## config.mk

```make
export PLATFORM = sky130hd
export DESIGN_NAME = gate_test_seq
export DESIGN_NICKNAME = d
export VERILOG_FILES = /design/src/rtl/gate_test_pkg.sv /design/src/rtl/hold_timer.sv /design/src/rtl/gate_test_seq.sv
export SDC_FILE = /design/constraint.sdc
export NUM_CORES = 1
export LEC_CHECK = 0
export ABC_AREA = 1
export BUFFER_PORTS_ARGS = -buffer_cell sky130_fd_sc_hd__buf_2
export CORE_UTILIZATION = 28
export DETAILED_ROUTE_END_ITERATION = 10
export PLACE_DENSITY = 0.47
export SYNTH_ARGS = -nofsm -noshare
export SYNTH_HDL_FRONTEND = slang
export SYNTH_SLANG_ARGS = --single-unit
```

## constraint.sdc

```tcl
create_clock -name clk -period 1.6 [get_ports clk]
set_clock_uncertainty 0.2 [all_clocks]
set_input_delay 0.08 -clock clk [delete_from_list [all_inputs] [get_ports clk]]
set_output_delay 0.08 -clock clk [all_outputs]
set_load 0.01 [all_outputs]
```

## src/rtl/gate_test_pkg.sv

```systemverilog
// Shared types and truth-table constants for the 2-input gate test sequencer.
// TRUTH bit index is {a,b}.
package gate_test_pkg;

    typedef enum logic [1:0] {
        ST_IDLE  = 2'd0,
        ST_DRIVE = 2'd1,
        ST_DONE  = 2'd2
    } state_t;

    localparam logic [3:0] TT_NOR  = 4'b0001;
    localparam logic [3:0] TT_OR   = 4'b1110;
    localparam logic [3:0] TT_AND  = 4'b1000;
    localparam logic [3:0] TT_NAND = 4'b0111;
    localparam logic [3:0] TT_XOR  = 4'b0110;
    localparam logic [3:0] TT_XNOR = 4'b1001;

endpackage

```

## src/rtl/hold_timer.sv

```systemverilog
// Counts the cycles a test vector has been held; flags the last cycle of the hold.
module hold_timer #(
    parameter int unsigned HOLD_CYCLES = 10
) (
    input  logic clk,
    input  logic rst,
    input  logic clear,
    input  logic en,
    output logic tc_c
);

    localparam int unsigned CW = (HOLD_CYCLES > 1) ? $clog2(HOLD_CYCLES) : 1;
    localparam logic [CW-1:0] LAST = CW'(HOLD_CYCLES - 1);

    logic [CW-1:0] cnt_q;

    always_ff @(posedge clk or posedge rst) begin
        if (rst) begin
            cnt_q <= '0;
        end else if (clear) begin
            cnt_q <= '0;
        end else if (en) begin
            cnt_q <= cnt_q + CW'(1);
        end
    end

    assign tc_c = en && (cnt_q == LAST);

endmodule

```

## src/rtl/gate_test_seq.sv

```systemverilog
// Drives the four input vectors of a 2-input gate, compares its output against
// a truth table and reports per-vector mismatches.
module gate_test_seq
    import gate_test_pkg::*;
#(
    parameter int unsigned HOLD_CYCLES = 10,
    parameter logic [3:0]  TRUTH       = TT_NOR
) (
    input  logic       clk,
    input  logic       rst,
    input  logic       start,
    input  logic       y_in,
    output logic       a,
    output logic       b,
    output logic       busy,
    output logic       done,
    output logic       pass,
    output logic [2:0] err_count,
    output logic [3:0] fail_vec
);

    state_t     state_q, state_n;
    logic [1:0] idx_q, idx_n;
    logic [1:0] ab_q, ab_n;
    logic       busy_q, busy_n;
    logic       done_q, done_n;
    logic       pass_q, pass_n;
    logic [2:0] err_q, err_n;
    logic [3:0] fail_q, fail_n;
    logic       tmr_clear, tmr_en, tmr_tc_c;

    hold_timer #(
        .HOLD_CYCLES(HOLD_CYCLES)
    ) u_hold_timer (
        .clk   (clk),
        .rst   (rst),
        .clear (tmr_clear),
        .en    (tmr_en),
        .tc_c  (tmr_tc_c)
    );

    always_ff @(posedge clk or posedge rst) begin
        if (rst) begin
            state_q <= ST_IDLE;
            idx_q   <= '0;
            ab_q    <= '0;
            busy_q  <= 1'b0;
            done_q  <= 1'b0;
            pass_q  <= 1'b0;
            err_q   <= '0;
            fail_q  <= '0;
        end else begin
            state_q <= state_n;
            idx_q   <= idx_n;
            ab_q    <= ab_n;
            busy_q  <= busy_n;
            done_q  <= done_n;
            pass_q  <= pass_n;
            err_q   <= err_n;
            fail_q  <= fail_n;
        end
    end

    // Outputs are computed for the next cycle so they leave the flops aligned with the state.
    always_comb begin
        state_n   = state_q;
        idx_n     = idx_q;
        ab_n      = 2'b00;
        busy_n    = 1'b0;
        done_n    = 1'b0;
        pass_n    = pass_q;
        err_n     = err_q;
        fail_n    = fail_q;
        tmr_clear = 1'b0;
        tmr_en    = 1'b0;

        case (state_q)
            ST_IDLE: begin
                if (start) begin
                    state_n   = ST_DRIVE;
                    idx_n     = 2'd0;
                    busy_n    = 1'b1;
                    pass_n    = 1'b0;
                    err_n     = '0;
                    fail_n    = '0;
                    tmr_clear = 1'b1;
                end
            end
            ST_DRIVE: begin
                tmr_en = 1'b1;
                busy_n = 1'b1;
                ab_n   = idx_q;
                if (tmr_tc_c) begin
                    tmr_clear = 1'b1;
                    if (y_in != TRUTH[idx_q]) begin
                        err_n         = err_q + 3'd1;
                        fail_n[idx_q] = 1'b1;
                    end
                    if (idx_q == 2'd3) begin
                        state_n = ST_DONE;
                        busy_n  = 1'b0;
                        done_n  = 1'b1;
                        ab_n    = 2'b00;
                        pass_n  = (err_n == 3'd0);
                    end else begin
                        idx_n = idx_q + 2'd1;
                        ab_n  = idx_q + 2'd1;
                    end
                end
            end
            ST_DONE: begin
                state_n = ST_IDLE;
            end
            default: begin
                state_n = ST_IDLE;
            end
        endcase
    end

    assign a         = ab_q[1];
    assign b         = ab_q[0];
    assign busy      = busy_q;
    assign done      = done_q;
    assign pass      = pass_q;
    assign err_count = err_q;
    assign fail_vec  = fail_q;

endmodule
```

==> flow_metrics.env <==
export IMPL_yosysMostFrequentCell="nand2_1"
export IMPL_vias=891
export IMPL_ios=16
export IMPL_synth_top_family_by_area="simple AND/OR/NAND/NOR gates"
export IMPL_rsz0062_at_grt="true"
export IMPL_drive_gt1_frac=0.360
export IMPL_yosys_top_cells_count="28 x nand2_1, 20 x dfrtp_1, 18 x inv_1"
export IMPL_synthSimpleGateAreaFrac=0.274
export IMPL_routed_wirelength_mm=2.19
export IMPL_cts_sinks=20
export IMPL_ys_ff_latch=20
export IMPL_num_antenna_cells=0
export IMPL_antenna_found_initial=0
export IMPL_numPortBuffers=15
export IMPL_vdd_drop_max_mv=0.498
export IMPL_fin_ws_ns=0.0421
export IMPL_synthFlopType="dfrtp_1"
export IMPL_switching_share=0.406
export IMPL_grt_pass1_wl_mm=3.73
export IMPL_drv_cap=0
export IMPL_met2_usage=0.203
export IMPL_first_global_vias=886
export IMPL_yosysTopAreaCell="dfrtp_1"
export IMPL_postRouteAntennaNets=0
export IMPL_cts_made_buffers=3
export IMPL_p_sw_uw=1030
export IMPL_pre_cts_ws_ns=-0.0132
export IMPL_design_area_um2=1460
export IMPL_fp_row_count=22
export IMPL_worstSkewPairLatency_ns=0.25
export IMPL_firstDrtPassIters=4
export IMPL_setup_viol=0
export IMPL_ys_seq_area_frac=0.456
export IMPL_worstReg2RegStart="u_hold_timer.cnt_q[1]$_DFFE_PP0P_"
export IMPL_nets=173
export IMPL_core_area_um2=3720
export IMPL_power_per_cell_area_nw_per_um2=1750
export IMPL_min_to="err_count[2]$_DFFE_PP0P_"
export IMPL_fin_crit_ns=1.56
export IMPL_cp_max_fo=8
export IMPL_syn_avg_cell_area_um2=8.85
export IMPL_clk_path_buf_depth=2
export IMPL_status="complete, no violations"
export IMPL_cts_root_buf="clkbuf_8"
export IMPL_syn_area_um2=1100
export IMPL_arrival_ns=1.50
export IMPL_max_slew_margin=0.819
export IMPL_slew_viol_final=0
export IMPL_htreeDepth=1
export IMPL_seqPwrFrac=0.328
export IMPL_p_int_uw=1520
export IMPL_hold_path_class="input pin to register"
export IMPL_holdPathStages=6
export IMPL_syn_nets=135
export IMPL_pwr_share_clk=0.150
export IMPL_synthMuxAreaShare=0
export IMPL_grt_busiest_layer="met2"
export IMPL_post_drt_wl_per_cell_um=10.5
export IMPL_initial_core_util=0.295
export IMPL_synth_adder_area_share=0.0798
export IMPL_r2r_end="fail_vec[1]$_DFFE_PP0P_"
export IMPL_synth_warnings=0
export IMPL_synth_area_leaders="dfrtp_1 46%, nand2_1 9.6%, ha_1 8.0%"
export IMPL_end_kind="register"
export IMPL_p_total_uw=2550
export IMPL_grt_max_degree=21
export IMPL_dieArea_um2=4170
export IMPL_timing_fmax_mhz=642
export IMPL_gp_congestion=0.753
export IMPL_met3_usage=0.0194
export IMPL_tightestPinTransition_ns=0.272
export IMPL_finalCritPeriodShare=0.974
export IMPL_timing_setup_critical_path_class="register to register"
export IMPL_synth_edf_count=0
export IMPL_fp_dieH_um=64.6
export IMPL_dpl_cell_area_um2=1270
export IMPL_area_growth_pct=33.1
export IMPL_synth_xor_area_frac=0.00798
export IMPL_required_ns=1.54
export IMPL_stdcell_count=209
export IMPL_p_leak_uw=0.000769
export IMPL_drc=0
export IMPL_yosys_area_top_type_share=0.456
export IMPL_grt_overflow=0
export IMPL_r2r_cells=9
export IMPL_utilization=0.393
export IMPL_grt_use_total=0.117
export IMPL_use_met1=0.138
export IMPL_dp_cells=193
export IMPL_hold_viol=0
export IMPL_min_from="y_in"
export IMPL_synth_compound_area_share=0.100
export IMPL_dp_hpwl_mm=1.58
export IMPL_nFillCells=382
export IMPL_start_kind="register"
export IMPL_synthArstFlopShare=1.00
export IMPL_tritoncts="built"
export IMPL_viasPerCell=4.26
export IMPL_yosysUniqueCellTypes=23
export IMPL_drtIter0Drc=26
export IMPL_synth_cells=124
export IMPL_die_w_um=64.6
export IMPL_r2r_setup_slack_ns=0.04
export IMPL_combPwrFrac=0.523
export IMPL_clkTransAtPathRegs_ns=0.07
-- logic make-up after synthesis --
family,after synthesis
buffers and inverters,21
and+or+nand+nor,55
AOI/OAI and AO/OA,20
adders and majority gates,7
DFF,20
xor gates and xnor gates,1
-- layer usage --
layer  vias to the layer above  wire [um]
met5                         -          0
met4                         0         30
met3                         2         51
met2                        11       1100
met1                       410       1010
li1                        468          -
-- worst max-delay path by stage --
stage / end / cells past startpoint / start
detailed placement: pass$_DFFE_PP0P_ / 9 / u_hold_timer.cnt_q[1]$_DFFE_PP0P_
finish: fail_vec[1]$_DFFE_PP0P_ / 9 / u_hold_timer.cnt_q[1]$_DFFE_PP0P_
global route: fail_vec[2]$_DFFE_PP0P_ / 9 / u_hold_timer.cnt_q[1]$_DFFE_PP0P_
floorplan: err_count[1]$_DFFE_PP0P_ / 7 / idx_q[0]$_DFFE_PP0P_
global placement: pass$_DFFE_PP0P_ / 9 / u_hold_timer.cnt_q[1]$_DFFE_PP0P_
CTS: pass$_DFFE_PP0P_ / 8 / idx_q[0]$_DFFE_PP0P_
-- power groups by stage --
stage | clock network, uW | registers (uW) | logic, uW
6_report | 381 | 836 | 1330
2_1_floorplan | 0 | 871 | 749
4_1_cts | 392 | 822 | 1220
5_1_grt | 418 | 858 | 1510
3_5_place_dp | 0 | 832 | 1150
3_3_place_gp | 0 | 827 | 1140
-- registers in the layout, indices dropped and copies added (netlist names) --
signal	cells
busy	1
pass	1
done	1
err_count	3
idx_q	2
state_q	2
u_hold_timer.cnt_q	4
ab_q	2
fail_vec	4
-- placed cells by master (no fill, tap or decap), drive strengths merged --
master,instances
clkbuf,4
nor3,1
a22oi,1
ha,7
nand2,34
a21oi,3
buf,32
dfrtp,20
o21ai,13
nor2,8
dlygate4sd3,2
nand3,11
xor2,1
inv,20
o22ai,3
and3,1
-- timing repair --
action,in CTS,in global routing
gates resized for setup,1,13
hold buffers,2,0
pin swaps,2,6
endpoints found under the hold margin,22,0
setup endpoints to repair,3,11
setup buffers,4,6
-- final cells by class --
type / instances / area [um^2] / area share
multi-input combinational: 83 / 547 / 0.374
sequential: 20 / 500 / 0.343
timing repair buffer: 34 / 223 / 0.153
inverter: 20 / 75.1 / 0.0514
tap: 48 / 60.1 / 0.0411
clock buffer: 4 / 55.1 / 0.0377
-- critical path, cell delays in order, from the launching register on --
cell and delay (ns):
dfrtp_1 0.39, inv_2 0.08, ha_4 0.12, nand2_2 0.06, nor2_4 0.20, nand2_4 0.09
nand2_4 0.09, nand2_4 0.08, nand2_2 0.07, o21ai_1 0.06
-- metrics by stage --
stage | hold WS [ns] | TNS [ns]
global route | 0.174 | -0.385
global placement | -0.0782 | 0
detailed placement | -0.0776 | -0.0132
floorplan | -0.156 | 0
finish | 0.107 | 0
CTS | 0.110 | 0
Power figures use the tool's default switching activity.
